### src/rtl/noc_ni_param.sv
// noc_ni_param: network interface between a processor word port and a NoC flit link.
//
// TX: one DATA_W word becomes a header flit plus L body flits, where L counts the body
//     slices up to and including the highest non-zero FLIT_W slice (minimum 1). The header
//     is {HDR_TAG, L-1, dest}. tx_last marks the final body flit only.
// RX: headers are checked for tag and destination. Body flits are assembled LSB slice first
//     into a zero-filled word, and the word is queued in an RX_DEPTH-entry FIFO.
//     Protocol errors pulse rx_err and bump a saturating 8-bit counter.
//
// Ports:
//   clk, rst                             clock, asynchronous active-high reset
//   proc_data/proc_dest/proc_valid/proc_ready   processor TX word handshake
//   tx_flit/tx_valid/tx_last/tx_ready           outgoing flit link (registered)
//   rx_flit/rx_valid/rx_last/rx_ready           incoming flit link
//   out_data/out_valid/out_ready                received-word FIFO head (registered)
//   rx_err, rx_err_cnt                          error pulse and saturating count
module noc_ni_param #(
    parameter int FLIT_W = 8,
    parameter int DATA_W = 32,
    parameter int ADDR_W = 2,
    parameter int LEN_W  = ((DATA_W / FLIT_W) > 1) ? $clog2(DATA_W / FLIT_W) : 1,
    parameter logic [FLIT_W-LEN_W-ADDR_W-1:0] HDR_TAG = 4'b1011,
    parameter logic [ADDR_W-1:0] NODE_ADDR = 2'd0,
    parameter int RX_DEPTH = 4
) (
    input  logic              clk,
    input  logic              rst,
    input  logic [DATA_W-1:0] proc_data,
    input  logic [ADDR_W-1:0] proc_dest,
    input  logic              proc_valid,
    output logic              proc_ready,
    output logic [FLIT_W-1:0] tx_flit,
    output logic              tx_valid,
    output logic              tx_last,
    input  logic              tx_ready,
    input  logic [FLIT_W-1:0] rx_flit,
    input  logic              rx_valid,
    input  logic              rx_last,
    output logic              rx_ready,
    output logic [DATA_W-1:0] out_data,
    output logic              out_valid,
    input  logic              out_ready,
    output logic              rx_err,
    output logic [7:0]        rx_err_cnt
);
    localparam int NF    = DATA_W / FLIT_W;
    localparam int TAG_W = FLIT_W - LEN_W - ADDR_W;
    localparam int PTR_W = $clog2(RX_DEPTH);
    localparam int CNT_W = PTR_W + 1;

    typedef enum logic [1:0] {TX_IDLE = 2'd0, TX_HEAD = 2'd1, TX_BODY = 2'd2} tx_state_t;
    typedef enum logic [1:0] {RX_HEAD = 2'd0, RX_BODY = 2'd1, RX_DROP = 2'd2} rx_state_t;

    // Index of the highest non-zero slice (0 for an all-zero word), i.e. L-1.
    function automatic logic [LEN_W-1:0] last_slice_idx(input logic [DATA_W-1:0] d);
        logic [LEN_W-1:0] r;
        r = {LEN_W{1'b0}};
        for (int i = 0; i < NF; i++) begin
            if (d[i*FLIT_W +: FLIT_W] != {FLIT_W{1'b0}}) begin
                r = LEN_W'(i);
            end
        end
        return r;
    endfunction

    function automatic logic [FLIT_W-1:0] get_slice(input logic [DATA_W-1:0] d,
                                                    input logic [LEN_W-1:0]  idx);
        logic [FLIT_W-1:0] r;
        r = {FLIT_W{1'b0}};
        for (int i = 0; i < NF; i++) begin
            if (LEN_W'(i) == idx) begin
                r = d[i*FLIT_W +: FLIT_W];
            end
        end
        return r;
    endfunction

    function automatic logic [DATA_W-1:0] put_slice(input logic [DATA_W-1:0] d,
                                                    input logic [LEN_W-1:0]  idx,
                                                    input logic [FLIT_W-1:0] f);
        logic [DATA_W-1:0] r;
        r = d;
        for (int i = 0; i < NF; i++) begin
            if (LEN_W'(i) == idx) begin
                r[i*FLIT_W +: FLIT_W] = f;
            end
        end
        return r;
    endfunction

    // ---------------------------------------------------------------- TX path
    tx_state_t         tx_state_r, tx_state_s;
    logic [DATA_W-1:0] tx_data_r, tx_data_s;
    logic [LEN_W-1:0]  tx_len_r, tx_len_s;
    logic [LEN_W-1:0]  tx_idx_r, tx_idx_s;
    logic [FLIT_W-1:0] tx_flit_s;
    logic              tx_valid_s, tx_last_s, proc_ready_s;

    // TX next-state and next-output logic; outputs are registered from these values.
    always_comb begin
        tx_state_s   = tx_state_r;
        tx_data_s    = tx_data_r;
        tx_len_s     = tx_len_r;
        tx_idx_s     = tx_idx_r;
        tx_flit_s    = tx_flit;
        tx_valid_s   = tx_valid;
        tx_last_s    = tx_last;
        proc_ready_s = proc_ready;
        case (tx_state_r)
            TX_IDLE: begin
                if (proc_valid && proc_ready) begin
                    tx_data_s    = proc_data;
                    tx_len_s     = last_slice_idx(proc_data);
                    tx_flit_s    = {HDR_TAG, last_slice_idx(proc_data), proc_dest};
                    tx_valid_s   = 1'b1;
                    tx_last_s    = 1'b0;
                    proc_ready_s = 1'b0;
                    tx_state_s   = TX_HEAD;
                end else begin
                    tx_state_s = TX_IDLE;
                end
            end
            TX_HEAD: begin
                if (tx_valid && tx_ready) begin
                    tx_idx_s   = {LEN_W{1'b0}};
                    tx_flit_s  = get_slice(tx_data_r, {LEN_W{1'b0}});
                    tx_last_s  = (tx_len_r == {LEN_W{1'b0}});
                    tx_state_s = TX_BODY;
                end else begin
                    tx_state_s = TX_HEAD;
                end
            end
            TX_BODY: begin
                if (tx_valid && tx_ready) begin
                    if (tx_idx_r == tx_len_r) begin
                        tx_flit_s    = {FLIT_W{1'b0}};
                        tx_valid_s   = 1'b0;
                        tx_last_s    = 1'b0;
                        proc_ready_s = 1'b1;
                        tx_state_s   = TX_IDLE;
                    end else begin
                        tx_idx_s  = tx_idx_r + LEN_W'(1);
                        tx_flit_s = get_slice(tx_data_r, tx_idx_s);
                        tx_last_s = (tx_idx_s == tx_len_r);
                    end
                end else begin
                    tx_state_s = TX_BODY;
                end
            end
            default: begin
                tx_flit_s    = {FLIT_W{1'b0}};
                tx_valid_s   = 1'b0;
                tx_last_s    = 1'b0;
                proc_ready_s = 1'b1;
                tx_state_s   = TX_IDLE;
            end
        endcase
    end

    // TX state and registered link outputs.
    always_ff @(posedge clk or posedge rst) begin
        if (rst) begin
            tx_state_r <= TX_IDLE;
            tx_data_r  <= {DATA_W{1'b0}};
            tx_len_r   <= {LEN_W{1'b0}};
            tx_idx_r   <= {LEN_W{1'b0}};
            tx_flit    <= {FLIT_W{1'b0}};
            tx_valid   <= 1'b0;
            tx_last    <= 1'b0;
            proc_ready <= 1'b1;
        end else begin
            tx_state_r <= tx_state_s;
            tx_data_r  <= tx_data_s;
            tx_len_r   <= tx_len_s;
            tx_idx_r   <= tx_idx_s;
            tx_flit    <= tx_flit_s;
            tx_valid   <= tx_valid_s;
            tx_last    <= tx_last_s;
            proc_ready <= proc_ready_s;
        end
    end

    // ---------------------------------------------------------------- RX path
    rx_state_t         rx_state_r, rx_state_s;
    logic [LEN_W-1:0]  rx_len_r, rx_len_s;
    logic [LEN_W-1:0]  rx_idx_r, rx_idx_s;
    logic [DATA_W-1:0] rx_asm_r, rx_asm_s;
    logic              rx_accept_s, push_s, err_s;
    logic [DATA_W-1:0] push_word_s;

    // RX header check and body reassembly.
    always_comb begin
        rx_accept_s = rx_valid && rx_ready;
        rx_state_s  = rx_state_r;
        rx_len_s    = rx_len_r;
        rx_idx_s    = rx_idx_r;
        rx_asm_s    = rx_asm_r;
        push_s      = 1'b0;
        push_word_s = rx_asm_r;
        err_s       = 1'b0;
        case (rx_state_r)
            RX_HEAD: begin
                if (rx_accept_s) begin
                    if (rx_flit[FLIT_W-1 -: TAG_W] != HDR_TAG) begin
                        // A bad header flagged as last is a whole packet: nothing to drop.
                        err_s      = 1'b1;
                        rx_state_s = rx_last ? RX_HEAD : RX_DROP;
                    end else if (rx_last) begin
                        err_s      = 1'b1;
                        rx_state_s = RX_HEAD;
                    end else if (rx_flit[ADDR_W-1:0] != NODE_ADDR) begin
                        rx_state_s = RX_DROP;
                    end else begin
                        rx_len_s   = rx_flit[ADDR_W +: LEN_W];
                        rx_idx_s   = {LEN_W{1'b0}};
                        rx_asm_s   = {DATA_W{1'b0}};
                        rx_state_s = RX_BODY;
                    end
                end else begin
                    rx_state_s = RX_HEAD;
                end
            end
            RX_BODY: begin
                if (rx_accept_s) begin
                    rx_asm_s = put_slice(rx_asm_r, rx_idx_r, rx_flit);
                    if (rx_last && (rx_idx_r == rx_len_r)) begin
                        push_s      = 1'b1;
                        push_word_s = rx_asm_s;
                        rx_state_s  = RX_HEAD;
                    end else if (rx_last) begin
                        err_s      = 1'b1;
                        rx_state_s = RX_HEAD;
                    end else if (rx_idx_r == rx_len_r) begin
                        err_s      = 1'b1;
                        rx_state_s = RX_DROP;
                    end else begin
                        rx_idx_s = rx_idx_r + LEN_W'(1);
                    end
                end else begin
                    rx_state_s = RX_BODY;
                end
            end
            RX_DROP: begin
                if (rx_accept_s && rx_last) begin
                    rx_state_s = RX_HEAD;
                end else begin
                    rx_state_s = RX_DROP;
                end
            end
            default: begin
                rx_state_s = RX_HEAD;
            end
        endcase
    end

    // ---------------------------------------------------------------- RX FIFO
    logic [DATA_W-1:0] mem_r [RX_DEPTH];
    logic [PTR_W-1:0]  wr_ptr_r, rd_ptr_r, wr_ptr_s, rd_ptr_s;
    logic [CNT_W-1:0]  count_r, count_s, remain_s;
    logic              pop_s;
    logic [DATA_W-1:0] head_s;
    logic              rx_ready_s;

    // FIFO pointer/count update and the next registered head word.
    always_comb begin
        pop_s    = out_valid && out_ready;
        rd_ptr_s = rd_ptr_r + PTR_W'(pop_s);
        wr_ptr_s = wr_ptr_r + PTR_W'(push_s);
        remain_s = count_r - CNT_W'(pop_s);
        count_s  = remain_s + CNT_W'(push_s);
        // An entry pushed this cycle is not in mem_r yet, so it bypasses when it becomes head.
        if (remain_s != {CNT_W{1'b0}}) begin
            head_s = mem_r[rd_ptr_s];
        end else if (push_s) begin
            head_s = push_word_s;
        end else begin
            head_s = {DATA_W{1'b0}};
        end
        if (rx_state_s == RX_DROP) begin
            rx_ready_s = 1'b1;
        end else begin
            rx_ready_s = (count_s != CNT_W'(RX_DEPTH));
        end
    end

    // RX state, FIFO storage and registered processor-side outputs.
    always_ff @(posedge clk or posedge rst) begin
        if (rst) begin
            rx_state_r <= RX_HEAD;
            rx_len_r   <= {LEN_W{1'b0}};
            rx_idx_r   <= {LEN_W{1'b0}};
            rx_asm_r   <= {DATA_W{1'b0}};
            wr_ptr_r   <= {PTR_W{1'b0}};
            rd_ptr_r   <= {PTR_W{1'b0}};
            count_r    <= {CNT_W{1'b0}};
            for (int i = 0; i < RX_DEPTH; i++) begin
                mem_r[i] <= {DATA_W{1'b0}};
            end
            out_data   <= {DATA_W{1'b0}};
            out_valid  <= 1'b0;
            rx_ready   <= 1'b1;
        end else begin
            rx_state_r <= rx_state_s;
            rx_len_r   <= rx_len_s;
            rx_idx_r   <= rx_idx_s;
            rx_asm_r   <= rx_asm_s;
            wr_ptr_r   <= wr_ptr_s;
            rd_ptr_r   <= rd_ptr_s;
            count_r    <= count_s;
            if (push_s) begin
                mem_r[wr_ptr_r] <= push_word_s;
            end
            out_data   <= head_s;
            out_valid  <= (count_s != {CNT_W{1'b0}});
            rx_ready   <= rx_ready_s;
        end
    end

    // Error pulse and saturating error counter.
    always_ff @(posedge clk or posedge rst) begin
        if (rst) begin
            rx_err     <= 1'b0;
            rx_err_cnt <= 8'd0;
        end else begin
            rx_err <= err_s;
            if (err_s && (rx_err_cnt != 8'hFF)) begin
                rx_err_cnt <= rx_err_cnt + 8'd1;
            end
        end
    end

endmodule

### config.mk
export PLATFORM = sky130hd
export DESIGN_NAME = noc_ni_param
export DESIGN_NICKNAME = d
export VERILOG_FILES = /design/src/rtl/noc_ni_param.sv
export SDC_FILE = /design/constraint.sdc
export NUM_CORES = 1
export LEC_CHECK = 0
export BUFFER_PORTS_ARGS = -buffer_cell sky130_fd_sc_hd__buf_2
export CORE_UTILIZATION = 45
export CTS_BUF_LIST = sky130_fd_sc_hd__clkbuf_4 sky130_fd_sc_hd__clkbuf_8 sky130_fd_sc_hd__clkbuf_16
export DETAILED_ROUTE_END_ITERATION = 10
export GPL_TIMING_DRIVEN = 0
export PLACE_DENSITY = 0.69
export SETUP_SLACK_MARGIN = 0.5
export SYNTH_ARGS = -nofsm -noshare
export SYNTH_HDL_FRONTEND = slang
export SYNTH_SLANG_ARGS = --single-unit
### constraint.sdc
create_clock -name clk -period 8.9 [get_ports clk]
set_input_delay 1.78 -clock clk [delete_from_list [all_inputs] [get_ports clk]]
set_output_delay 1.78 -clock clk [all_outputs]
set_load 0.01 [all_outputs]
; ---- After elaboration in Yosys (flattened, before gate mapping)
; Cells that the tools add are included.
[word_totals]
out_inout_bits = 54
in_bits = 49
wordCells = 185
register_bits = 265
[op_classes]
addsub = 7
n_reduce_logical = 28
bitwise = 6
mux = 86
n_eq_ne = 31
order_cmp = 3
[op_table]
columns = cell, count
row1 = $mux 32, 13
row2 = $bwmux 128, 1
row3 = $mux 8, 12
row4 = $bmux 32 s2, 1
row5 = $demux 32 s2, 1
row6 = $pmux 32 s2, 1
row7 = $mux 2, 26
row8 = $ne 2x2->1 const B, 13
row9 = $pmux 8 s3, 1
row10 = $reduce_bool 8->1, 3
row11 = $mux 1, 22
row12 = $pmux 2 s3, 2
row13 = $logic_not 2->1, 5
row14 = $pmux 1 s3, 3
row15 = $reduce_and 9->1, 1
row16 = $add 8x1->8 const B, 1
row17 = $eq 2x2->1 const A, 4
row18 = $logic_and 1x1->1, 8
row19 = $ne 8x8->1 const B, 1
row20 = $pmux 2 s2, 2
row21 = $reduce_and 4->1, 2
row22 = $eq 2x2->1, 3
row23 = $eq 2x2->1 const B, 3
row24 = $ge 3x3->1 const B, 2
row25 = other kinds (18), 30

; ---- Depth between registers and ports, before layout
[depth]
ltp_word = 9
ltp_mapped = 10
depth_no_buf = 10

; ---- Worst setup path after synthesis
; No wires, ideal clock.
[synth_timing]
path_type = input port to flip-flop
startpoint = in out_ready
endpoint = reg out_data[11]
slack_ps = 5242
arrival_time_ps = 3524
path_stages = 7
n_path_buf = 1
path_cell_list = and2_1 ha_1 xnor2_1 buf_6 mux4_1 nand2_1 o21ai_0
[synth_between]
elab_chain_len = 7
[synth_rtl]
columns = item, line_no
row1 = from (decl), 42  ; input logic out_ready,
row2 = $logic_and 1x1->1 (*), 266  ; pop_s = out_valid && out_ready;
row3 = $add 2x1->2, 267  ; rd_ptr_s = rd_ptr_r + PTR_W'(pop_s);
row4 = $not 2->3 (not written as such), 273  ; head_s = mem_r[rd_ptr_s];
row5 = $bmux 32 s2, 273
row6 = $mux 32 (not written as such) (2 in series), 273
row7 = $mux 32 (*), 272  ; if (remain_s != {CNT_W{1'b0}}) begin
row8 = via head_s[11], 261  ; logic [DATA_W-1:0] head_s;
row9 = to (signal assigned), 299  ; out_data <= {DATA_W{1'b0}};
row10 = to (signal assigned), 313  ; out_data <= head_s;
row11 = to (decl), 40  ; output logic [DATA_W-1:0] out_data,
; Mark *: on every way through the listed nets, which the timed path passes. The rest lies on a longest branch. The select of a mux whose other input is x is not followed.
; A chain may end at the register's enable or synchronous reset.

; ---- Worst setup path in the final report
[layout_timing]
startpoint = in out_ready
endpoint = reg out_data[30]
; Same word-level chain as after synthesis.

==> flow_summary.yaml <==
run_status:
  status: "finished with violations"
  failed_checks: "DRC"
placement:
  io_buffers: 102
  dp_cells: 1499
  gp_congestion: 0.863
  place_hpwl_um: 21500
logic_synthesis:
  syn_inst: 1056
  synthTopCellsByArea: "dfrtp_1 54%, mux2i_1 5.3%, mux4_2 4.6%"
  async_flop_share: 1.00
  yosysTopAreaCell: "dfrtp_1"
  ys.flop_type: "dfrtp_1"
  synth_nets: 1125
  synth_cell_types: 63
  synth-edff-count: 0
  syn_avg_cell_area_um2: 11.5
  yosysTopAreaCellShare: 0.540
  ys_seq_area_frac: 0.545
  yosysWarnings: 0
  synth-seq-cells: 265
  synth_area_mm2: 0.0122
grt:
  grt_max_degree: 43
  grt_usage: 0.232
  grt_pass1_vias: 9060
  grt_pass1_wl_um: 50500
  grt-ovfl-total: 0
  antenna_found_initial: 2
min_path:
  min_to: "mem_r[4]"
  hold_depth: 2
  hp-class: "reg -> reg"
  hold_start: "mem_r[4]"
worst_setup_path:
  r2r_slack_ns: 6.01
  worstSetupStartpointType: "input port"
  regToRegEndpoint: "mem_r[67]"
  crit_type: "in -> reg"
  rr_worst_depth: 7
  critPathMaxFanout: 10
  worstSetupEndpointType: "register"
  r2r-start: "rx_idx_r[0]"
  required_ns: 9.27
  crit_arrival_ns: 4.16
power:
  power_leakage_nw: 6.85
  p_per_area_mw_per_mm2: 258
  vdd_drop_max_uv: 166
sta:
  rsz0062_at_grt: "no"
  setup_violations: 0
  maxSlewHeadroom: 0.261
  maxSlewViolCount: 0
  final.setup.tns_ns: 0
  hold_viol: 0
  worstMarginPinSlew_ns: 1.10
  min_period_ns: 3.79
  fmax_ghz: 0.264
  finalCritPeriodShare: 0.425
  finalClockSkew_ns: 0.0266
route:
  drt-vias-per-instance: 5.77
  vias: 8947
  drc: 12
  wirelength_um: 31600
  firstDrtPassIters: 7
  top_layer_used: "met4"
  antenna_left: 0
  routedWlPerCell_um: 20.4
  met2_length_um: 15200
  drtIter0Drc: 788
  routed-wl-met3_um: 1780
  met1Wirelength_um: 13900
clock_tree:
  cts_resized: 0
  clk_latency_ns: 0.56
  ctsLongestPathBuffers: 3
  post_cts_buffers: 0
  clk_pin_slew_ns: 0.06
  cts_buffers: 29
  cts_tree: "built"
  htreeDepth: 1
  hold_buffers: 0
  clock_sinks: 265
  ctsRootBufferMaster: "clkbuf_16"
die:
  core_area_mm2: 0.0263
  initial_core_util: 0.463
  num_rows: 59
  io_pins: 103
  fp.dieArea_mm2: 0.0277
  fp.dieW_um: 167
  dieHeight_um: 167
layout:
  mostFrequentLayoutCell: "dfrtp_1"
  drive_above_1_share: 0.220
  area_growth_pct: 16.6
  final_nets: 1264
  fin_cells: 1551
  layout_common_cells: "263 x dfrtp_1, 118 x buf_2, 112 x a21oi_1"
job:
  cap_violations: 0
## per-layer routing
metal  track usage  vias up
met2         0.383      307
met5             0        -
met4        0.0793        0
li1              -     4064
met1         0.318     4531
met3        0.0292       45
## worst max path at each step
| stage | start | endpoint | slack (ns) | cells past startpoint |
|---|---|---|---|---|
| after CTS | out_ready | out_data[30] | 5.10 | 8 |
| after global routing | out_ready | out_data[17] | 5.01 | 8 |
| after detailed placement | out_ready | out_data[30] | 4.54 | 8 |
| after global placement | rst | out_data[4] | 2.07 | 2 |
| final | out_ready | out_data[30] | 5.11 | 8 |
| after floorplan | rst | count_r[0] | 3.62 | 1 |
## area by class of cell
cell class	instances	area (um^2)
Clock inverter	7	87.6
Tap cell	335	419
Fill cell	2263	12100
Antenna cell	2	5.00
Buffer	71	344
Timing Repair Buffer	108	631
Clock buffer	43	881
Multi-Input combinational cell	696	5110
Sequential cell	265	6630
Inverter	24	93.8
## worst max-delay path: stages
cell and delay (ns):
buf_2 0.09, and2_1 0.16, ha_1 0.19, xnor2_1 0.87
buf_6 0.30, mux4_2 0.52, nand2_1 0.06, o21ai_0 0.17
## report_power, final
part	switching (mW)	internal [mW]	total (mW)
logic	0.553	0.432	0.985
registers	0.110	1.35	1.46
clock network	0.478	0.735	1.21
total	1.14	2.52	3.66
## state kept, by name (all words and copies together), names as in the netlist, 2 cells and up
| name | cells |
|---|---|
| count_r | 3 |
| mem_r | 128 |
| out_data | 32 |
| rd_ptr_r | 2 |
| rx_asm_r | 32 |
| rx_err_cnt | 8 |
| rx_idx_r | 2 |
| rx_len_r | 2 |
| rx_state_r | 2 |
| tx_data_r | 32 |
| tx_flit | 8 |
| tx_idx_r | 2 |
| tx_len_r | 2 |
| tx_state_r | 2 |
| wr_ptr_r | 2 |
## metrics by stage
stage          total power [mW]  area [um^2]  worst slack [ns]  utilization  hold slack (ns)
6_report                   3.66        14200              5.11        0.541            0.479
5_1_grt                    3.83        14200              5.01        0.541            0.496
4_1_cts                    3.68        14200              5.10        0.540            0.479
3_5_place_dp               2.46        13200              4.54        0.503            0.466
3_3_place_gp               2.44        13100              2.07        0.499            0.454
2_1_floorplan              2.16        12200              3.62            -            0.442
## synth_stat cells (all sizes together) (2+ instances only)
cell,number
a211oi,5
a21o,3
a21oi,112
a221o,3
a221oi,6
a22o,35
a22oi,5
a2bb2oi,3
a31oi,3
and2,14
and4,3
buf,26
clkbuf,45
dfrtp,263
dfstp,2
ha,20
inv,24
mux2,38
mux2i,65
mux4,32
nand2,79
nand2b,2
nand3,11
nand3b,7
nand4b,2
nor2,103
nor2b,4
nor3,5
nor3b,2
nor4,10
o211ai,2
o21a,2
o21ai,82
o21bai,2
or2,2
or3,2
or4,2
xnor2,3
xor2,13
## cell families after synthesis
kind of cell	share of synthesized area
simple gates	0.101
buf+inv	0.0357
fa+ha+maj	0.0205
mux	0.150
xor+xnor	0.0115
flops	0.545
compound gates	0.136
Note: power is estimated with default switching activity, not from simulation.
